==> config.mk <==
export PLATFORM = sky130hd
export DESIGN_NAME = wts_channel_scheduler
export DESIGN_NICKNAME = d
export VERILOG_FILES = /design/src/rtl/wts_pkg.sv /design/src/rtl/wts_volume_mul.sv /design/src/rtl/wts_channel_scheduler.sv
export SDC_FILE = /design/constraint.sdc
export NUM_CORES = 1
export LEC_CHECK = 0
export BUFFER_PORTS_ARGS = -buffer_cell sky130_fd_sc_hd__buf_2
export CORE_MARGIN = 2
export CORE_UTILIZATION = 50
export CTS_BUF_LIST = sky130_fd_sc_hd__clkbuf_4 sky130_fd_sc_hd__clkbuf_8
export DETAILED_ROUTE_END_ITERATION = 8
export GPL_TIMING_DRIVEN = 0
export PLACE_DENSITY = 0.72
export SYNTH_ARGS = -nofsm -noshare
export SYNTH_HDL_FRONTEND = slang
export SYNTH_SLANG_ARGS = --single-unit
==> constraint.sdc <==
create_clock -name clk -period 4.8 [get_ports clk]
set_input_delay 0.96 -clock clk [delete_from_list [all_inputs] [get_ports clk]]
set_output_delay 0.96 -clock clk [all_outputs]
set_load 0.01 [all_outputs]
==> src/rtl/wts_pkg.sv <==
// Shared types and constants for the wave-table channel scheduler.
// The FSM states and datapath widths live here so the top and the multiplier agree.
package wts_pkg;

    typedef enum logic [2:0] {
        IDLE,
        ADDR,
        DATA,
        ACC,
        DONE
    } state_t;

    localparam int WAVE_PTR_W = 5;
    localparam int SAMPLE_W   = 8;
    localparam int VOLUME_W   = 4;
    localparam int VOL_SHIFT  = 4;

endpackage

==> src/rtl/wts_volume_mul.sv <==
// Shared volume stage: one signed sample times an unsigned 4-bit volume, scaled by 1/16.
// The scaled result is registered on i_load and forced to zero for disabled channels.
module wts_volume_mul
    import wts_pkg::*;
(
    input  logic                       clk,
    input  logic                       reset,
    input  logic                       i_load,
    input  logic                       i_enable,
    input  logic [SAMPLE_W-1:0]        i_sample,
    input  logic [VOLUME_W-1:0]        i_volume,
    output logic signed [SAMPLE_W-1:0] o_contrib
);

    localparam int PROD_W = SAMPLE_W + VOLUME_W;

    logic signed [PROD_W-1:0]   w_sample_ext;
    logic signed [PROD_W-1:0]   w_volume_ext;
    logic signed [PROD_W-1:0]   w_product;
    logic signed [SAMPLE_W-1:0] w_scaled;
    logic signed [SAMPLE_W-1:0] r_contrib;

    // The volume is zero-extended so it behaves as a non-negative signed factor.
    assign w_sample_ext = PROD_W'($signed(i_sample));
    assign w_volume_ext = $signed({{(PROD_W-VOLUME_W){1'b0}}, i_volume});
    assign w_product    = w_sample_ext * w_volume_ext;
    assign w_scaled     = SAMPLE_W'(w_product >>> VOL_SHIFT);

    always_ff @(posedge clk or posedge reset) begin
        if (reset) begin
            r_contrib <= '0;
        end else if (i_load) begin
            r_contrib <= i_enable ? w_scaled : '0;
        end
    end

    assign o_contrib = r_contrib;

endmodule

==> src/rtl/wts_channel_scheduler.sv <==
// Time-slot scheduler: walks every wave channel once per sample tick through one SRAM port
// and one volume multiplier, accumulating a signed mix and owning the per-channel wave pointers.
module wts_channel_scheduler
    import wts_pkg::*;
#(
    parameter int CHANNELS = 5,
    parameter int MIX_W    = 8 + $clog2(CHANNELS)
) (
    input  logic                                   clk,
    input  logic                                   reset,
    input  logic                                   sample_tick,
    input  logic [CHANNELS-1:0]                    step_req,
    input  logic [CHANNELS-1:0]                    ch_enable,
    input  logic [VOLUME_W*CHANNELS-1:0]           reg_volume,
    output logic [$clog2(CHANNELS)+WAVE_PTR_W-1:0] sram_address,
    output logic                                   sram_rd,
    input  logic [SAMPLE_W-1:0]                    sram_q,
    output logic signed [MIX_W-1:0]                mix_out,
    output logic                                   mix_valid,
    output logic                                   overrun
);

    localparam int CH_W   = $clog2(CHANNELS);
    localparam int ADDR_W = CH_W + WAVE_PTR_W;
    localparam logic [CH_W-1:0] LAST_CH = CH_W'(CHANNELS - 1);

    state_t                  r_state;
    state_t                  w_next_state;
    logic [CH_W-1:0]         r_ch;
    logic [CH_W-1:0]         w_next_ch;
    logic                    w_start;

    logic [WAVE_PTR_W-1:0]   r_ptr      [CHANNELS];
    logic [WAVE_PTR_W-1:0]   w_ptr_next [CHANNELS];
    logic [ADDR_W-1:0]       w_addr_next;

    logic [VOLUME_W-1:0]     r_vol [CHANNELS];
    logic [CHANNELS-1:0]     r_en;

    logic signed [MIX_W-1:0]    r_acc;
    logic signed [MIX_W-1:0]    r_mix_out;
    logic                       r_mix_valid;
    logic                       r_sram_rd;
    logic [ADDR_W-1:0]          r_sram_address;
    logic                       r_overrun;
    logic signed [SAMPLE_W-1:0] w_contrib;
    logic signed [MIX_W-1:0]    w_contrib_ext;

    always_comb begin
        w_next_state = r_state;
        w_next_ch    = r_ch;
        case (r_state)
            IDLE: begin
                if (sample_tick) begin
                    w_next_state = ADDR;
                    w_next_ch    = '0;
                end
            end
            ADDR: w_next_state = DATA;
            DATA: w_next_state = ACC;
            ACC: begin
                if (r_ch == LAST_CH) begin
                    w_next_state = DONE;
                end else begin
                    w_next_state = ADDR;
                    w_next_ch    = r_ch + CH_W'(1);
                end
            end
            DONE:    w_next_state = IDLE;
            default: w_next_state = IDLE;
        endcase
    end

    always_ff @(posedge clk or posedge reset) begin
        if (reset) begin
            r_state <= IDLE;
            r_ch    <= '0;
        end else begin
            r_state <= w_next_state;
            r_ch    <= w_next_ch;
        end
    end

    assign w_start = (r_state == IDLE) && sample_tick;

    // Address is registered on entry to ADDR from the post-step pointer, so a step in the
    // ADDR cycle itself only shows up in the next frame.
    always_comb begin
        for (int n = 0; n < CHANNELS; n++) begin
            w_ptr_next[n] = r_ptr[n] + {{(WAVE_PTR_W-1){1'b0}}, step_req[n]};
        end
        w_addr_next = {w_next_ch, w_ptr_next[w_next_ch]};
    end

    always_ff @(posedge clk or posedge reset) begin
        if (reset) begin
            for (int n = 0; n < CHANNELS; n++) begin
                r_ptr[n] <= '0;
            end
        end else begin
            for (int n = 0; n < CHANNELS; n++) begin
                r_ptr[n] <= w_ptr_next[n];
            end
        end
    end

    wts_volume_mul u_volume_mul (
        .clk       (clk),
        .reset     (reset),
        .i_load    (r_state == DATA),
        .i_enable  (r_en[r_ch]),
        .i_sample  (sram_q),
        .i_volume  (r_vol[r_ch]),
        .o_contrib (w_contrib)
    );

    assign w_contrib_ext = MIX_W'(w_contrib);

    // Frame snapshot, accumulator and registered outputs; the last slot's sum goes straight
    // to mix_out so it lines up with the mix_valid pulse in DONE.
    always_ff @(posedge clk or posedge reset) begin
        if (reset) begin
            for (int n = 0; n < CHANNELS; n++) begin
                r_vol[n] <= '0;
            end
            r_en           <= '0;
            r_acc          <= '0;
            r_mix_out      <= '0;
            r_mix_valid    <= 1'b0;
            r_sram_rd      <= 1'b0;
            r_sram_address <= '0;
            r_overrun      <= 1'b0;
        end else begin
            r_sram_rd   <= (w_next_state == ADDR);
            r_mix_valid <= (w_next_state == DONE);
            r_overrun   <= sample_tick && (r_state != IDLE);
            if (w_next_state == ADDR) begin
                r_sram_address <= w_addr_next;
            end
            if (w_start) begin
                r_acc <= '0;
                r_en  <= ch_enable;
                for (int n = 0; n < CHANNELS; n++) begin
                    r_vol[n] <= reg_volume[VOLUME_W*n +: VOLUME_W];
                end
            end else if (r_state == ACC) begin
                r_acc <= r_acc + w_contrib_ext;
                if (r_ch == LAST_CH) begin
                    r_mix_out <= r_acc + w_contrib_ext;
                end
            end
        end
    end

    assign sram_address = r_sram_address;
    assign sram_rd      = r_sram_rd;
    assign mix_out      = r_mix_out;
    assign mix_valid    = r_mix_valid;
    assign overrun      = r_overrun;

endmodule

==> impl_metrics.yaml, run 1 <==
synth:
  yosys_warnings: 0
  avgSynthCellArea_um2: 11.0
  synthCells: 514
  synth_common_cells: "dfrtp_1, nand2_1, inv_1"
  syn-num-nets: 612
  ys_types: 57
  synth_top_area_share_pct: 42.9
  synth-edff-count: 0
  synth.most_common_cell: "dfrtp_1"
  ys_ff_latch: 97
  ys_seq_area_share_pct: 42.9
  synth_ff_type: "dfrtp_1"
  synthTopCellsByArea: "dfrtp_1, ha_1, mux2_2"
  synthesis.area_um2: 5650
  postSynth.asyncResetShare_pct: 100
  synth_largest_area_cell: "dfrtp_1"
die:
  start_util_pct: 51.7
  rows: 38
  die_h_um: 110
  fp.dieW_um: 110
  core_region_area_um2: 10900
  ios: 63
  dieArea_um2: 12200
drt:
  finalWirelength_um: 10800
  drt_iter0_markers: 120
  highest_layer: "met4"
  num_vias: 3930
  dr_wl_met2_um: 5220
  vias_per_cell: 5.35
  first_pass_iters: 4
  wl_met3_um: 396
  drcViolationCount: 0
  postRouteAntennaNets: 0
  met1_length_um: 5030
  wire_per_inst_um: 14.7
setup_path:
  startpoint_type: "flop"
  worstSetupEndpointType: "flop"
  arrival_ns: 4.79
  critPathMaxFanout: 10
  setup.worst_path.class: "reg2reg"
  required_ns: 5.05
place:
  hpwl_um: 8360
  portBuffers: 62
  gp_congestion: 0.829
  post_dp_cell_area_um2: 6170
  place_ws_ns: -0.218
cts:
  clockBufferDepth: 2
  clk_pin_slew_ns: 0.08
  cts_made_buffers: 9
  cts_max_level: 3
  insertion_delay_ns: 0.36
  cts_tree: "done"
  clock_sinks: 97
  root_buffer: "clkbuf_8"
  hold_buffers: 0
grt:
  grtUsageTotal_pct: 19.8
  grt_pass1_wl_um: 18600
  overflow: 0
  antenna_found_initial: 0
  grt_pass1_vias: 3933
  grt_max_degree: 55
sta:
  setup_ws_ns: 0.258
  finalSetupViolCount: 0
  grt_setup_unrepaired: "false"
  worstMarginPinSlew_ns: 0.591
  fin_crit_sh_pct: 94.6
  slew_violations: 0
  clock_skew_ns: 0.0124
  fin_tns_setup_ns: 0
  slew_headroom_pct: 60.6
  hold_viol: 0
  fmaxAchievable_mhz: 220
  finalWorstPathRequiredPeriod_ns: 4.54
layout:
  flow.area_growth_from_synthesis_pct: 13.6
  drive_gt1_share_pct: 24.7
  layout.nets: 690
  fin_area_um2: 6420
  final_util_pct: 58.7
  antenna_cells: 0
min_path:
  hold_class: "reg2reg"
status:
  status: "finished, final reports clean"
run:
  drv_cap: 0
sequential cells by signal, summed over array words and instances (netlist names):
name / count
mix_out: 11
mix_valid: 1
overrun: 1
r_acc: 11
r_ch: 3
r_en: 5
r_ptr: 25
r_state: 3
r_vol: 20
sram_address: 8
sram_rd: 1
u_volume_mul.o_contrib: 8
critical path: stages, from the launching register on:
cell,delay [ns]
dfrtp_1,0.39
buf_6,0.18
mux4_2,0.54
a21oi_4,0.20
nor2b_1,0.07
ha_1,0.27
inv_1,0.06
fa_1,0.51
fa_1,0.55
inv_1,0.05
ha_1,0.36
a21o_1,0.21
a21oi_2,0.18
o21ba_2,0.17
a21oi_1,0.08
or3b_1,0.35
a32o_1,0.26
through the flow:
| stage | std cells | hold WS [ns] |
|---|---|---|
| floorplan | 514 | 0.443 |
| global placement | 716 | 0.459 |
| detailed placement | 717 | 0.460 |
| CTS | 731 | 0.476 |
| global route | 735 | 0.490 |
| finish | 735 | 0.474 |
routing by layer:
metal / global-route usage, % / up-vias
li1: - / 1918
met5: 0 / -
met2: 33.3 / 79
met4: 6.70 / 0
met3: 3.94 / 16
met1: 25.8 / 1917
final cells by class:
type / instances / area, um2
sequential: 97 / 2430
multi-input combinational: 353 / 2980
timing repair buffer: 67 / 368
buffer: 16 / 93.8
tap: 140 / 175
inverter: 48 / 183
fill: 930 / 4510
clock buffer: 12 / 159
clock inverter: 2 / 38.8
kinds of logic (layout without fill, tap and decap cells):
kind of cell,after synthesis,count (layout),share of synthesized area (%)
AOI/OAI and AO/OA,84,84,10.2
xor gates and xnor gates,33,33,5.11
adders and majority gates,57,57,14.7
buffers and inverters,64,145,4.85
DFF,97,97,42.9
muxes,47,47,9.89
and+or+nand+nor,132,132,12.3
path summary, 6_finish.rpt:
check | depth (start not counted) | startpoint | slack (ns) | endpoint
max | 16 | r_ch[0]$_DFF_PP0_ | 0.26 | u_volume_mul.o_contrib[6]$_DFFE_PP0P_
min | 1 | r_ptr[19]$_DFF_PP0_ | 0.47 | r_ptr[19]$_DFF_PP0_
max reg2reg | 16 | r_ch[0]$_DFF_PP0_ | 0.26 | u_volume_mul.o_contrib[6]$_DFFE_PP0P_
min reg2reg | 1 | r_ptr[19]$_DFF_PP0_ | 0.47 | r_ptr[19]$_DFF_PP0_
max in group asynchronous | 3 | reset | 3.48 | r_vol[6]$_DFFE_PP0P_
min in group asynchronous | 2 | reset | 0.66 | mix_out[10]$_DFFE_PP0P_
cell usage in the layout, fill, tap and decap left out, types with 6 or more instances in the layout:
cell type,n
dfrtp_1,97
buf_2,69
nand2_1,50
inv_1,47
ha_1,41
mux2_2,31
o21ai_0,21
xnor2_1,20
nor2b_1,18
fa_1,16
a21oi_1,15
nand3_1,14
xor2_1,13
clkbuf_8,12
nor2_1,12
mux2i_1,12
o22ai_1,8
nand2b_1,8
clkbuf_1,6
a21o_1,6
a22o_1,6
what timing repair did:
item | 4_1_cts | 5_1_grt
pin swaps | 0 | 2
gates resized for setup | 4 | 1
endpoints found under the setup margin | 5 | 4
buffers inserted | 0 | 4
Power of run 1 is not shown: default switching activity piles up to over one toggle a cycle in this logic, so the estimate is an artifact.
==> inputs of run 2 (changes only) <==
Settings changed: CTS_BUF_LIST sky130_fd_sc_hd__clkbuf_4 sky130_fd_sc_hd__clkbuf_8 to sky130_fd_sc_hd__clkbuf_16.
Clock period 4.8 ns to 3.77 ns, I/O delays scaled along.
==> run 2 against run 1 <==
  * The flow now finishes with violations (negative setup slack)
  * Register-to-register slack worse by 0.78 ns
  * Count of clock-buffer cells in the layout decreased by 3
  * First-iteration DRC count is 29% higher
  * Sequential share of layout area decreased by 1.7 points
  * Cell area rose by 4.6%
  * Non-clock buffer count is 5 higher
  * Core utilization rose by 2.7 points
  * Worst setup slack got worse by 0.78 ns
  * Largest cell class unchanged
==> impl_metrics.yaml, run 2 (same netlist as run 1, synthesis figures left out) <==
status:
  status: "finished with violations"
  violations: "negative setup slack"
layout:
  largest_register: "r_ptr"
  fillers: 929
  final_util_pct: 61.5
  layoutNonFillerInstCount: 742
  fin_area_um2: 6720
  largest_reg_flops: 25
  flow.area_growth_from_synthesis_pct: 18.9
  layout_commonest_cell: "dfrtp_1"
  layout.nets: 695
  drive_gt1_share_pct: 28.7
  antenna_cells: 0
  reg_top3: "r_ptr: 25 flops, r_vol: 20 flops"
  layout_common_cells: "dfrtp_1, buf_2, nand2_1, inv_1, ha_1"
cts:
  clk_pin_slew_ns: 0.07
  cts_max_level: 3
  hold_buffers: 0
  clockBufferDepth: 2
  cts_tree: "done"
  clock_sinks: 97
  insertion_delay_ns: 0.35
  root_buffer: "clkbuf_16"
  cts_made_buffers: 9
grt:
  busiest_layer: "met2"
  grtUsageTotal_pct: 21.1
  antenna_found_initial: 0
  grt_pass1_wl_um: 19600
  met3_usage_pct: 4.00
  grt_pass1_vias: 4123
  grtUsageMet2_pct: 34.8
  overflow: 0
  use_met1_pct: 27.7
  grt_max_degree: 52
place:
  gp_congestion: 0.828
  portBuffers: 62
  hpwl_um: 8370
  post_dp_cell_area_um2: 6260
  dp_cells: 717
die:
  die_h_um: 110
  rows: 38
  ios: 63
  core_region_area_um2: 10900
  dieArea_um2: 12200
  start_util_pct: 51.7
  fp.dieW_um: 110
sta:
  slew_violations: 0
  grt_setup_unrepaired: "true"
  clock_skew_ns: 0.00974
  fin_crit_sh_pct: 114
  finalSetupViolCount: 7
  fin_tns_setup_ns: -2.40
  worstMarginPinSlew_ns: 0.733
  setup_ws_ns: -0.526
  slew_headroom_pct: 50.7
  finalWorstPathRequiredPeriod_ns: 4.30
  fmaxAchievable_mhz: 233
  hold_viol: 0
setup_path:
  reg2regPathDepth: 16
  crit_path_start: "r_ch[0]$_DFF_PP0_"
  rr_startpoint: "r_ch[0]$_DFF_PP0_"
  critPathMaxFanout: 7
  rrSetupSlack_ns: -0.53
  worstSetupEndpointType: "flop"
  setup.worst_path.class: "reg2reg"
  r2r-end: "u_volume_mul.o_contrib[6]$_DFFE_PP0P_"
  arrival_ns: 4.53
  startpoint_type: "flop"
  crit_path_end: "u_volume_mul.o_contrib[6]$_DFFE_PP0P_"
  required_ns: 4.01
drt:
  vias_per_cell: 5.38
  drt_iter0_markers: 155
  num_vias: 3991
  postRouteAntennaNets: 0
  wire_per_inst_um: 15.4
  first_pass_iters: 4
  finalWirelength_um: 11400
  drcViolationCount: 0
run:
  drv_cap: 0
min_path:
  hold_class: "reg2reg"
run 2: cell types whose count changed in the layout (fill, tap and decap cells not counted), sizes merged:
cell    delta
clkinv     +1
buf        +5
inv        +4
clkbuf     -3
run 2: what timing repair did:
item,4_1_cts,5_1_grt
gates resized for setup,8,12
setup endpoints to repair,8,8
pin swaps,9,27
setup buffers,7,2
run 2: worst min path at each step:
stage	slack, ns	depth (start not counted)	end	from
after global routing	0.48	1	r_ptr[14]$_DFF_PP0_	r_ptr[14]$_DFF_PP0_
final	0.47	2	mix_out[0]$_DFFE_PP0P_	mix_out[0]$_DFFE_PP0P_
after global placement	0.46	2	mix_out[4]$_DFFE_PP0P_	mix_out[4]$_DFFE_PP0P_
after floorplan	0.44	1	r_ptr[19]$_DFF_PP0_	r_ptr[19]$_DFF_PP0_
after detailed placement	0.46	2	mix_out[0]$_DFFE_PP0P_	mix_out[0]$_DFFE_PP0P_
after CTS	0.47	2	mix_out[0]$_DFFE_PP0P_	mix_out[0]$_DFFE_PP0P_
run 2: layer usage:
metal / wire length [um] / part of all wire, % / vias up
li1: - / - / 1940
met1: 5320 / 47 / 1950
met2: 5440 / 48 / 81
met3: 404 / 3.5 / 20
met4: 272 / 2.4 / 0
met5: 0 / 0 / -
run 2: worst max-delay path, stage by stage (launching register included):
cell     delay (ns)
dfrtp_1        0.39
buf_6          0.14
mux4_2         0.54
a21oi_4        0.28
nor2b_1        0.09
ha_1           0.30
inv_1          0.07
fa_1           0.42
fa_1           0.51
inv_2          0.05
ha_4           0.21
a21o_1         0.18
a21oi_4        0.14
o21ba_4        0.19
a21oi_2        0.07
or3b_1         0.36
a32o_1         0.25
run 2: through the flow:
step	hold WS (ns)	worst slack [ns]
floorplan	0.443	-0.300
global placement	0.458	-0.589
detailed placement	0.459	-0.639
CTS	0.474	-0.483
global route	0.484	-0.665
finish	0.470	-0.526
run 2: layout make-up:
type                       count  area, um2  area share [%]
multi-input combinational    353       3140            46.7
sequential                    97       2430            36.1
timing repair buffer          72        409            6.09
clock buffer                   9        225            3.35
inverter                      48        183            2.72
tap                          140        175            2.61
buffer                        16       93.8            1.40
clock inverter                 7       71.3            1.06
Power of run 2 is left out for the same reason.
==> inputs of run 3 (changes only) <==
Settings changed: CORE_UTILIZATION 50 to 53, PLACE_DENSITY 0.72 to 0.76.
==> run 3 against run 2 <==
  * The flow still finishes with violations (negative setup slack)
  * Register-to-register slack improved by 0.04 ns
  * Non-clock buffer count rose by 9
  * Final cell count rose by 0.67%
  * Core utilization rose by 4.5 points
  * Hold slack got worse by 0.020 ns
  * Routed wire length rose by 2.2%
  * Global-route usage rose by 0.58 points
  * Cell area rose by 1.3%
  * Die area fell by 5.5%
  * Sequential share of layout area fell by 0.46 points
  * Largest cell class unchanged
==> impl_metrics.yaml, run 3 (same netlist as run 1, synthesis figures left out) <==
sta:
  fmaxAchievable_mhz: 235
  fin_crit_sh_pct: 113
  setup_ws_ns: -0.486
  slew_violations: 0
  clock_skew_ns: 0.0112
  hold_viol: 0
  slew_headroom_pct: 46.8
  finalSetupViolCount: 6
  worstMarginPinSlew_ns: 0.791
  grt_setup_unrepaired: "true"
  finalWorstPathRequiredPeriod_ns: 4.26
die:
  ios: 63
  rows: 37
  die_h_um: 107
  dieArea_um2: 11500
  core_region_area_um2: 10300
  start_util_pct: 54.8
  fp.dieW_um: 107
place:
  gp_congestion: 0.831
  place_ws_ns: -0.676
  hpwl_um: 8450
  portBuffers: 62
  dp_cells: 713
cts:
  cts_tree: "done"
  clk_pin_slew_ns: 0.07
  insertion_delay_ns: 0.34
  cts_made_buffers: 9
  cts_max_level: 3
  root_buffer: "clkbuf_16"
  clock_sinks: 97
  clockBufferDepth: 2
  hold_buffers: 0
setup_path:
  worst-path-buf-inv: 5
  setup.worst_path.class: "reg2reg"
  critPathMaxFanout: 5
  path_cells: "buf_6, mux4_2, a21oi_4, buf_4, buf_6, nor2b_1, ha_1, fa_1, inv_1, fa_1, inv_2, ha_4, and4_1, o2111ai_2, nand2_2, a21oi_1, xnor2_1, a22o_1"
  arrival_ns: 4.48
  reg2regPathDepth: 18
  required_ns: 4.00
  slowest_delay_ns: 0.53
  worstSetupEndpointType: "flop"
  startpoint_type: "flop"
  r2r-end: "u_volume_mul.o_contrib[4]$_DFFE_PP0P_"
  crit_family: "adder cells"
  rrSetupSlack_ns: -0.49
  rr_startpoint: "r_ch[0]$_DFF_PP0_"
  cp_slowest_cell: "mux4_2"
  critical_path_depth: 18
layout:
  largest_reg_flops: 25
  reg_top3: "r_ptr: 25 flops, r_vol: 20 flops"
  layoutNonFillerInstCount: 747
  fillers: 804
  drive_gt1_share_pct: 30.8
  layout_common_cells: "dfrtp_1, buf_2, nand2_1, inv_1, ha_1"
  layout.nets: 704
  antenna_cells: 0
  largest_register: "r_ptr"
  flow.area_growth_from_synthesis_pct: 20.4
  layout_commonest_cell: "dfrtp_1"
grt:
  grtUsageTotal_pct: 21.7
  antenna_found_initial: 0
  grt_pass1_wl_um: 19800
  grt_max_degree: 60
  grt_pass1_vias: 4259
  overflow: 0
drt:
  vias_per_cell: 5.41
  first_pass_iters: 4
  wire_per_inst_um: 15.7
  postRouteAntennaNets: 0
  drcViolationCount: 0
  drt_iter0_markers: 135
  finalWirelength_um: 11700
  num_vias: 4038
min_path:
  hold_class: "in2async"
run:
  drv_cap: 0
status:
  violations: "negative setup slack"
  status: "finished with violations"
==> run 3: cell count changes in the layout (fill, tap and decap cells not counted), sizes merged <==
cell / delta
buf: +9
bufinv: -1
inv: +1
==> run 3: cell type report <==
cell class	count	area, um2	area share (%)
Inverter	48	183	2.68
Multi-Input combinational cell	353	3160	46.4
Sequential cell	97	2430	35.7
Clock inverter	7	58.8	0.864
Timing Repair Buffer	81	488	7.17
Tap cell	136	170	2.50
Clock buffer	9	225	3.31
Buffer	16	93.8	1.38
==> run 3: worst max path at each step <==
stage                           start                                    end
floorplan           r_ch[0]$_DFF_PP0_  u_volume_mul.o_contrib[6]$_DFFE_PP0P_
global placement    r_ch[0]$_DFF_PP0_  u_volume_mul.o_contrib[6]$_DFFE_PP0P_
detailed placement  r_ch[0]$_DFF_PP0_  u_volume_mul.o_contrib[7]$_DFFE_PP0P_
CTS                 r_ch[0]$_DFF_PP0_  u_volume_mul.o_contrib[6]$_DFFE_PP0P_
global route        r_ch[0]$_DFF_PP0_  u_volume_mul.o_contrib[4]$_DFFE_PP0P_
finish              r_ch[0]$_DFF_PP0_  u_volume_mul.o_contrib[4]$_DFFE_PP0P_
==> run 3: through the flow <==
| step | instance area [um2] | utilization [%] | hold slack (ns) | setup TNS (ns) |
|---|---|---|---|---|
| 6_report | 6810 | 65.9 | 0.450 | -2.60 |
| 5_1_grt | 6810 | 65.9 | 0.483 | -3.78 |
| 4_1_cts | 6690 | 64.8 | 0.465 | -2.23 |
| 3_5_place_dp | 6250 | 60.6 | 0.460 | -3.65 |
| 3_3_place_gp | 6220 | 60.3 | 0.460 | -49.28 |
| 2_1_floorplan | 5740 | - | 0.443 | -1.23 |
==> run 3: what timing repair did <==
action / 4_1_cts / 5_1_grt
resized for setup: 12 / 16
endpoints found under the setup margin: 8 / 8
setup buffers: 11 / 8
hold endpoints to repair: 0 / 0
pin swaps: 17 / 27
==> run 3: worst reg2reg max path, cell delays in order (launching register included) <==
cell	delay, ns
dfrtp_1	0.38
buf_6	0.13
mux4_2	0.53
a21oi_4	0.23
buf_4	0.16
buf_6	0.08
nor2b_1	0.04
ha_1	0.30
fa_1	0.48
inv_1	0.05
fa_1	0.49
inv_2	0.04
ha_4	0.28
and4_1	0.20
o2111ai_2	0.15
nand2_2	0.17
a21oi_1	0.09
xnor2_1	0.14
a22o_1	0.20
==> run 3: routing by layer <==
| layer | GRT usage (%) | share of wire [%] | vias to the layer above |
|---|---|---|---|
| met1 | 28.4 | 45 | 1995 |
| met3 | 3.09 | 3.1 | 23 |
| li1 | - | - | 1943 |
| met5 | 0 | 0 | - |
| met4 | 7.88 | 1.9 | 0 |
| met2 | 36.8 | 50 | 77 |
Power of run 3 is left out for the same reason.
